### src/rtl/shifter_pkg.sv
`default_nettype none
// ============================================================================
// Module      : shifter_pkg
// Description : Shared constants and FSM state encoding for the iterative
//               shift engine and its barrel-shift stage.
// Revision    : 1.0 - initial release
// ============================================================================
package shifter_pkg;

    localparam int WIDTH    = 8;
    localparam int CNT_W    = 5;
    localparam int MAX_STEP = 7;
    localparam int STEP_W   = $clog2(MAX_STEP + 1);

    localparam logic DIR_LEFT  = 1'b0;
    localparam logic DIR_RIGHT = 1'b1;

    typedef logic [1:0] state_t;

    localparam state_t ST_IDLE  = 2'd0;
    localparam state_t ST_SHIFT = 2'd1;
    localparam state_t ST_DONE  = 2'd2;

endpackage
`default_nettype wire

### src/rtl/iterative_shifter_barrel.sv
`default_nettype none
// ============================================================================
// Module      : BarrelShifter
// Description : Combinational 8-bit logical barrel shifter, 3-bit shift
//               amount, zero fill, direction select (0 = left, 1 = right).
// Revision    : 1.0 - initial release
// ============================================================================
module BarrelShifter
    import shifter_pkg::*;
(
    input  logic [WIDTH-1:0]  in,
    input  logic [STEP_W-1:0] shamt,
    input  logic              dir,
    output logic [WIDTH-1:0]  out
);

    logic [WIDTH-1:0] w_stage;

    // Log-depth stages: stage s moves the word by 2**s when shamt[s] is set.
    always_comb begin
        w_stage = in;
        for (int s = 0; s < STEP_W; s++) begin
            if (shamt[s]) begin
                if (dir == DIR_RIGHT) begin
                    w_stage = w_stage >> (1 << s);
                end else begin
                    w_stage = w_stage << (1 << s);
                end
            end
        end
    end

    assign out = w_stage;

endmodule
`default_nettype wire

### src/rtl/iterative_shifter.sv
`default_nettype none
// ============================================================================
// Module      : iterative_shifter
// Description : Multi-cycle logical shifter; loops an accumulator through the
//               barrel stage in chunks of up to MAX_STEP positions per clock.
// Revision    : 1.0 - initial release
// ============================================================================
module iterative_shifter #(
    parameter int WIDTH    = shifter_pkg::WIDTH,
    parameter int CNT_W    = shifter_pkg::CNT_W,
    parameter int MAX_STEP = shifter_pkg::MAX_STEP
) (
    input  logic             clk,
    input  logic             rst,
    input  logic             start,
    input  logic [WIDTH-1:0] din,
    input  logic [CNT_W-1:0] count,
    input  logic             dir,
    output logic             busy,
    output logic             done,
    output logic [WIDTH-1:0] dout
);

    import shifter_pkg::*;

    state_t             r_state;
    logic [WIDTH-1:0]   r_acc;
    logic [CNT_W-1:0]   r_rem;
    logic               r_dir_q;
    logic [WIDTH-1:0]   r_dout;

    logic [STEP_W-1:0]  w_step;
    logic [CNT_W-1:0]   w_rem_next;
    logic [WIDTH-1:0]   w_shifted;

    // A zero count still takes one pass with step 0, so latency never drops
    // below one SHIFT cycle and the result path is always the barrel output.
    assign w_step     = (r_rem > CNT_W'(MAX_STEP)) ? STEP_W'(MAX_STEP)
                                                   : r_rem[STEP_W-1:0];
    assign w_rem_next = r_rem - CNT_W'(w_step);

    BarrelShifter u_barrel (
        .in    (r_acc),
        .shamt (w_step),
        .dir   (r_dir_q),
        .out   (w_shifted)
    );

    always_ff @(posedge clk) begin
        if (rst) begin
            r_state <= ST_IDLE;
            r_acc   <= '0;
            r_rem   <= '0;
            r_dir_q <= DIR_LEFT;
            r_dout  <= '0;
        end else begin
            case (r_state)
                ST_IDLE: begin
                    if (start) begin
                        r_acc   <= din;
                        r_rem   <= count;
                        r_dir_q <= dir;
                        r_state <= ST_SHIFT;
                    end
                end
                ST_SHIFT: begin
                    r_acc <= w_shifted;
                    r_rem <= w_rem_next;
                    if (w_rem_next == '0) begin
                        r_dout  <= w_shifted;
                        r_state <= ST_DONE;
                    end
                end
                ST_DONE: begin
                    r_state <= ST_IDLE;
                end
                default: begin
                    r_state <= ST_IDLE;
                end
            endcase
        end
    end

    assign busy = (r_state == ST_SHIFT);
    assign done = (r_state == ST_DONE);
    assign dout = r_dout;

endmodule
`default_nettype wire
### config.mk
export PLATFORM = sky130hd
export DESIGN_NAME = iterative_shifter
export DESIGN_NICKNAME = d
export VERILOG_FILES = /design/src/rtl/shifter_pkg.sv /design/src/rtl/iterative_shifter_barrel.sv /design/src/rtl/iterative_shifter.sv
export SDC_FILE = /design/constraint.sdc
export NUM_CORES = 1
export LEC_CHECK = 0
export CORE_MARGIN = 4
export CORE_UTILIZATION = 35
export CTS_BUF_LIST = sky130_fd_sc_hd__clkbuf_4 sky130_fd_sc_hd__clkbuf_8
export DETAILED_ROUTE_END_ITERATION = 8
export PLACE_DENSITY = 0.58
export SLEW_MARGIN = 20
export SYNTH_ARGS = -nofsm -noshare
export SYNTH_HDL_FRONTEND = slang
export SYNTH_SLANG_ARGS = --single-unit
export TNS_END_PERCENT = 10
### constraint.sdc
create_clock -name clk -period 2.2 [get_ports clk]
set_input_delay 0.44 -clock clk [delete_from_list [all_inputs] [get_ports clk]]
set_output_delay 0.44 -clock clk [all_outputs]
set_load 0.05 [all_outputs]
* Word level (Yosys, flattened, before mapping)
Cells that the tools add are included.
Cells by class: add/sub/neg operators 1, mux-type cells 14, reductions and logical operators 7, $lt $le $gt $ge 1, equal/unequal tests 4
Operator list (count):
- $mux W8 | 7
- $pmux W8 S2 | 1
- $pmux W5 S2 | 1
- $reduce_and A2 Y1 | 4
- $gt A5 B3 Y1 const B | 1
- $logic_not A5 Y1 | 1
- $mux W5 | 1
- $sub A5 B3 Y5 | 1
- $mux W2 | 2
- $pmux W2 S2 | 1
- $mux W3 | 1
- $eq A2 B1 Y1 const B | 1
- $eq A2 B2 Y1 const B | 1
- $logic_not A2 Y1 | 1
- $ne A2 B1 Y1 const B | 1
- $ne A2 B2 Y1 const B | 1
- $reduce_bool A2 Y1 | 1
Storage, ports and cells: output and inout port bits 10, register bits after elaboration 24, logic and storage cells 32, input port bits 17

* Depth between registers and ports, before layout
depth in word-level cells 8, mapped depth 11

* Hierarchy
A second synthesis with hierarchy kept.
Unflattened totals: cell total of the unflattened synthesis 216, area, all modules 1719.1 um2
By module, submodules not included:
- iterative_shifter | times used 1, cells an instance 148, area each 1218.7 um2, sequential area each 480.5 um2
- BarrelShifter | times used 1, cells an instance 68, area each 500.5 um2, sequential area each 0.0 um2

* Worst setup path before layout
Ideal clock, no wire load.
kind register to register, from register r_rem[0], to register r_dout[6], in the netlist dout[6], path buffers 3, period minus slack after synthesis 2.122 ns, cell stages (with the launch flop) 11, arrival time 2.036 ns, slack 0.078 ns, library setup time 0.086 ns, cell sequence dfxtp_1 buf_2 buf_2 or2_2 ha_1 nor2b_1 o21ai_0 nor2_1 buf_4 nor2_1 a211oi_1
Between the ends: cells in the longest elaborated chain, start to end 7, elaborated cells between the ends (all ways) 10, classes of those cells add/sub (1); order compare (1); mux (6); reduce/logical (2)
RTL lines:
- start: declaration | line iterative_shifter.sv:28 | logic [CNT_W-1:0] r_rem;
- start signal: assignment | line iterative_shifter.sv:61 | r_rem <= count;
- start signal: assignment | line iterative_shifter.sv:68 | r_rem <= w_rem_next;
- branches (longest 7 deep; another with $gt A5 B3 Y1)
- end signal: assignment | line iterative_shifter.sv:70 | r_dout <= w_shifted;
- end: declaration | line iterative_shifter.sv:30 | logic [WIDTH-1:0] r_dout;
Several ways; the timed one is not identified. A chain may end at the register's enable or synchronous reset.

* Final worst setup path
from register r_rem[4], to register r_acc[5]
Between the ends: cells in the longest elaborated chain, start to end 8
RTL lines:
- $gt A5 B3 Y1 * | line iterative_shifter.sv:38 | assign w_step = (r_rem > CNT_W'(MAX_STEP)) ? STEP_W'(MAX_STEP)
- $mux W3 * | line iterative_shifter.sv:38
- $mux W8 | line iterative_shifter_barrel.sv:23 | if (shamt[s]) begin
- $mux W8 | line iterative_shifter_barrel.sv:24 | if (dir == DIR_RIGHT) begin
- $mux W8 | line iterative_shifter_barrel.sv:23
- $mux W8 | line iterative_shifter_barrel.sv:24
- $mux W8 * | line iterative_shifter_barrel.sv:23
- $pmux W8 S2 * | line iterative_shifter.sv:57 | case (r_state)
- end signal: assignment | line iterative_shifter.sv:60 | r_acc <= din;
- end signal: assignment | line iterative_shifter.sv:67 | r_acc <= w_shifted;
- end: declaration | line iterative_shifter.sv:27 | logic [WIDTH-1:0] r_acc;
Mark *: on every way between the ends. The rest lies on a longest branch, timed or not.

==> impl_metrics.csv <==
group,metric,value,unit
outcome,run_status,"finished clean",
grt,vias_in_the_first_global_route,1691,
timing,slew_headroom,64.2,%
power_and_ir_drop,ir_drop,361,uV
layout,nNetsFinal,270,
synthesis,netlist_instances,220,
worst_setup_path,setup.worst_path.end,"r_acc[5]$_SDFFE_PP0P_",
clock_tree,cts_made_buffers,3,
routing,drcViolationCount,0,
floorplanning,initial_core_util,36.5,%
synthesis,share_of_the_synthesized_area_in_the_top_cell_type,27.7,%
worst_setup_path,critical_path.max_stage_delay,540,ps
synthesis,ys_dominant_reg_cell,"sky130_fd_sc_hd__dfxtp_1",
floorplanning,ioPinCount,27,
timing,fin_tns_setup,0,ps
hold_path,worstHoldPathType,"flop to flop",
clock_tree,clkSinkCount,24,
routing,drt_pass1_iterations,4,
floorplanning,placeableCoreArea,4750,sq um
worst_setup_path,regToRegSetupSlack,130,ps
layout,drive_above_1_share,18.7,%
worst_setup_path,crit_fanout,20,
timing,clock_skew,5.81,ps
grt,antenna_violations_before_repair,0,
routing,drt_first_iter_violations,144,
floorplanning,fp.dieArea,6150,sq um
synthesis,syn_avg_cell_area,7.89,sq um
worst_setup_path,rr_endpoint,"r_acc[5]$_SDFFE_PP0P_",
placed_design,post-dp-hpwl,3670,um
grt,grtUsageTotal,16.8,%
placed_design,finalWeightedCongestion,0.901,
worst_setup_path,cp_cell_sequence,"buf_4, or3_1, a211o_1, a221oi_2, nand2b_1, a31oi_1",
floorplanning,floorplan.die.height,78.4,um
clock_tree,clock_tree.htree_level_count,1,
worst_setup_path,critical_path_class,"flop to flop",
timing,setup_viol_count_final,0,
worst_setup_path,arrival,2230,ps
synthesis,postSynthRegisterBits,24,
synthesis,yosysUniqueCellTypes,51,
worst_setup_path,setup.worst_path.start_class,"flop",
synthesis,async_reset_ff_share,0,%
timing,final_cycle_share,94.3,%
synthesis,synth_area_leader_cell,"sky130_fd_sc_hd__dfxtp_1",
synthesis,synth.top_cells.by_area,"sky130_fd_sc_hd__dfxtp_1, sky130_fd_sc_hd__a211oi_1, sky130_fd_sc_hd__nor2_1",
timing,min_period,2070,ps
floorplanning,placement_rows,25,
worst_setup_path,critical_path.slowest_cell,"sky130_fd_sc_hd__or3_1",
layout,post_layout_nonfiller_instances,318,
clock_tree,worst_skew_pair.late_latency,270,ps
clock_tree,root_buffer,"sky130_fd_sc_hd__clkbuf_8",
synthesis,postSynthNetCount,238,
power_and_ir_drop,total_power,1.87,mW
grt,global_route_wire_length_before_repair,8440,um
synthesis,yosysSeqAreaShare,27.7,%
timing,report.final.slew_viol_count,0,
synthesis,yosysWarningCount,0,
layout,finish.utilization,46.4,%
routing,via_per_inst,5.61,
power_and_ir_drop,power_density_of_the_placed_cells,848,nW/um^2
power_and_ir_drop,power.static_leakage,0.779,nW
placed_design,dpl.cell_count,314,
timing,max_freq,482,MHz
routing,drt-wirelength-per-cell,15.6,um
placed_design,placement.io_buffers,26,
worst_setup_path,ff2ff_path_depth,6,
clock_tree,cts_buffer_depth,2,
grt,grt_start_max_net_pins,22,
synthesis,mappedNetlistArea,1740,sq um
routing,count_of_nets_left_with_antenna_violations_after_detail_routing,0,
worst_setup_path,required,2360,ps
timing,worst_pin_slew,536,ps
placed_design,dpl-instance-area,2150,sq um
floorplanning,die_width,78.4,um
layout,num_antenna_cells,0,
timing,hold_viol_final,0,
grt,gr-total-overflow,0,
run,cap_viol_max_count,0,
worst_setup_path,worst_r2r_startpoint,"r_rem[4]$_SDFFE_PP0P_",
timing,unrepaired_setup_endpoints_after_global_routing,"false",
worst_setup_path,worstSetupEndpointType,"flop",
synthesis,number_of_flops_mapped_to_enable_cells_by_yosys,0,
clock_tree,clk_pin_slew_worst_paths,90,ps
routing,drt-total-wl,4970,um
layout,stdcell_area,2210,sq um
layout,area.growth.synth_to_final,27.3,%
routing,vias,1783,
worst_setup_path,worst_setup_path_startpoint,"r_rem[4]$_SDFFE_PP0P_",
clock_tree,postCtsHoldBufs,0,
clock_tree,cts_tree,"done",
[routing by layer]
layer / global-route usage [%] / routed length [um] / part of all wire, %
met1: 25.2 / 2500 / 50
met2: 25.1 / 2230 / 45
met3: 2.29 / 185 / 3.7
met4: 4.02 / 46 / 0.93
met5: 0 / 0 / 0
[logic make-up (layout without fill, tap and decap cells)]
kind of cell               Yosys count  after routing  share of synthesized area (%)
DFF                                 24             24                           27.7
and+or+nand+nor                     90             90                           28.6
buffers and inverters               24             55                           7.43
muxes                                6              6                           3.46
AOI/OAI and AO/OA                   75             75                           32.1
adders and majority gates            1              1                          0.721
[worst max-delay path, delay by kind of cell (launching register included)]
family,cells,cell delay (ps)
buffers and inverters,1,210
AOI/OAI and AO/OA,3,720
and+or+nand+nor,2,680
DFF,1,340
[placed cells by master (no fill, tap or decap), types with 6 or more instances in the layout]
master and instances:
sky130_fd_sc_hd__nor2_1 25, sky130_fd_sc_hd__clkdlybuf4s50_1 25, sky130_fd_sc_hd__dfxtp_1 24, sky130_fd_sc_hd__buf_4 23, sky130_fd_sc_hd__a21oi_1 19, sky130_fd_sc_hd__a211oi_1 15
sky130_fd_sc_hd__nand2_1 12, sky130_fd_sc_hd__nor3_1 9, sky130_fd_sc_hd__o22ai_1 9, sky130_fd_sc_hd__nand2b_1 6, sky130_fd_sc_hd__mux2i_1 6, sky130_fd_sc_hd__and3_1 6
sky130_fd_sc_hd__nand3_1 6
[what timing repair did]
item                       CTS  global route
pin swaps                    0             1
resized for setup            1             1
setup buffers                0             0
cloned                       0             0
setup endpoints to repair    8             4
[power breakdown]
| group | total (mW) | leakage [nW] | switching [mW] | internal [mW] |
|---|---|---|---|---|
| Clock | 0.306 | 0.0288 | 0.146 | 0.160 |
| Combinational | 1.01 | 0.554 | 0.583 | 0.424 |
| Sequential | 0.559 | 0.197 | 0.0638 | 0.495 |
| Total | 1.87 | 0.779 | 0.794 | 1.08 |
[state kept, by name, indices dropped and copies added, names as in the netlist]
name	flops
dout	8
r_acc	8
r_rem	5
r_state	2
r_dir_q	1
[area by class of cell]
type | count | area (sq um)
fillers | 491 | 2550
multi-input cells | 172 | 1140
well taps | 67 | 83.8
repair buffers | 49 | 443
flip-flops and latches | 24 | 480
inverters | 2 | 7.51
clock buffers | 4 | 55.1
[Yosys cell counts (6+ instances only)]
cell type and count:
sky130_fd_sc_hd__clkbuf_1 8, sky130_fd_sc_hd__buf_2 7, sky130_fd_sc_hd__and3_1 6, sky130_fd_sc_hd__nand2_1 12, sky130_fd_sc_hd__nor3_1 9, sky130_fd_sc_hd__nand2b_1 6, sky130_fd_sc_hd__a211oi_1 15, sky130_fd_sc_hd__o22ai_1 9
sky130_fd_sc_hd__nor2_1 26, sky130_fd_sc_hd__dfxtp_1 24, sky130_fd_sc_hd__mux2i_1 6, sky130_fd_sc_hd__a21oi_1 19, sky130_fd_sc_hd__nand3_1 6
[worst min-delay path by stage]
stage                                from                    end  slack [ps]  cells past startpoint
floorplan           r_acc[1]$_SDFFE_PP0P_  r_acc[1]$_SDFFE_PP0P_         510                      2
finish               dout[3]$_SDFFE_PP0P_   dout[3]$_SDFFE_PP0P_         500                      2
global route         dout[6]$_SDFFE_PP0P_   dout[6]$_SDFFE_PP0P_         530                      2
CTS                  dout[3]$_SDFFE_PP0P_   dout[3]$_SDFFE_PP0P_         510                      2
global placement     dout[6]$_SDFFE_PP0P_   dout[6]$_SDFFE_PP0P_         490                      2
detailed placement   dout[3]$_SDFFE_PP0P_   dout[3]$_SDFFE_PP0P_         490                      2
[stage by stage]
step	hold WS, ps	setup slack, ps
floorplan	508	78.3
global placement	487	88.5
detailed placement	495	8.35
CTS	507	101
global route	529	17.9
finish	504	126
Note: power is estimated with default switching activity, not from simulation.
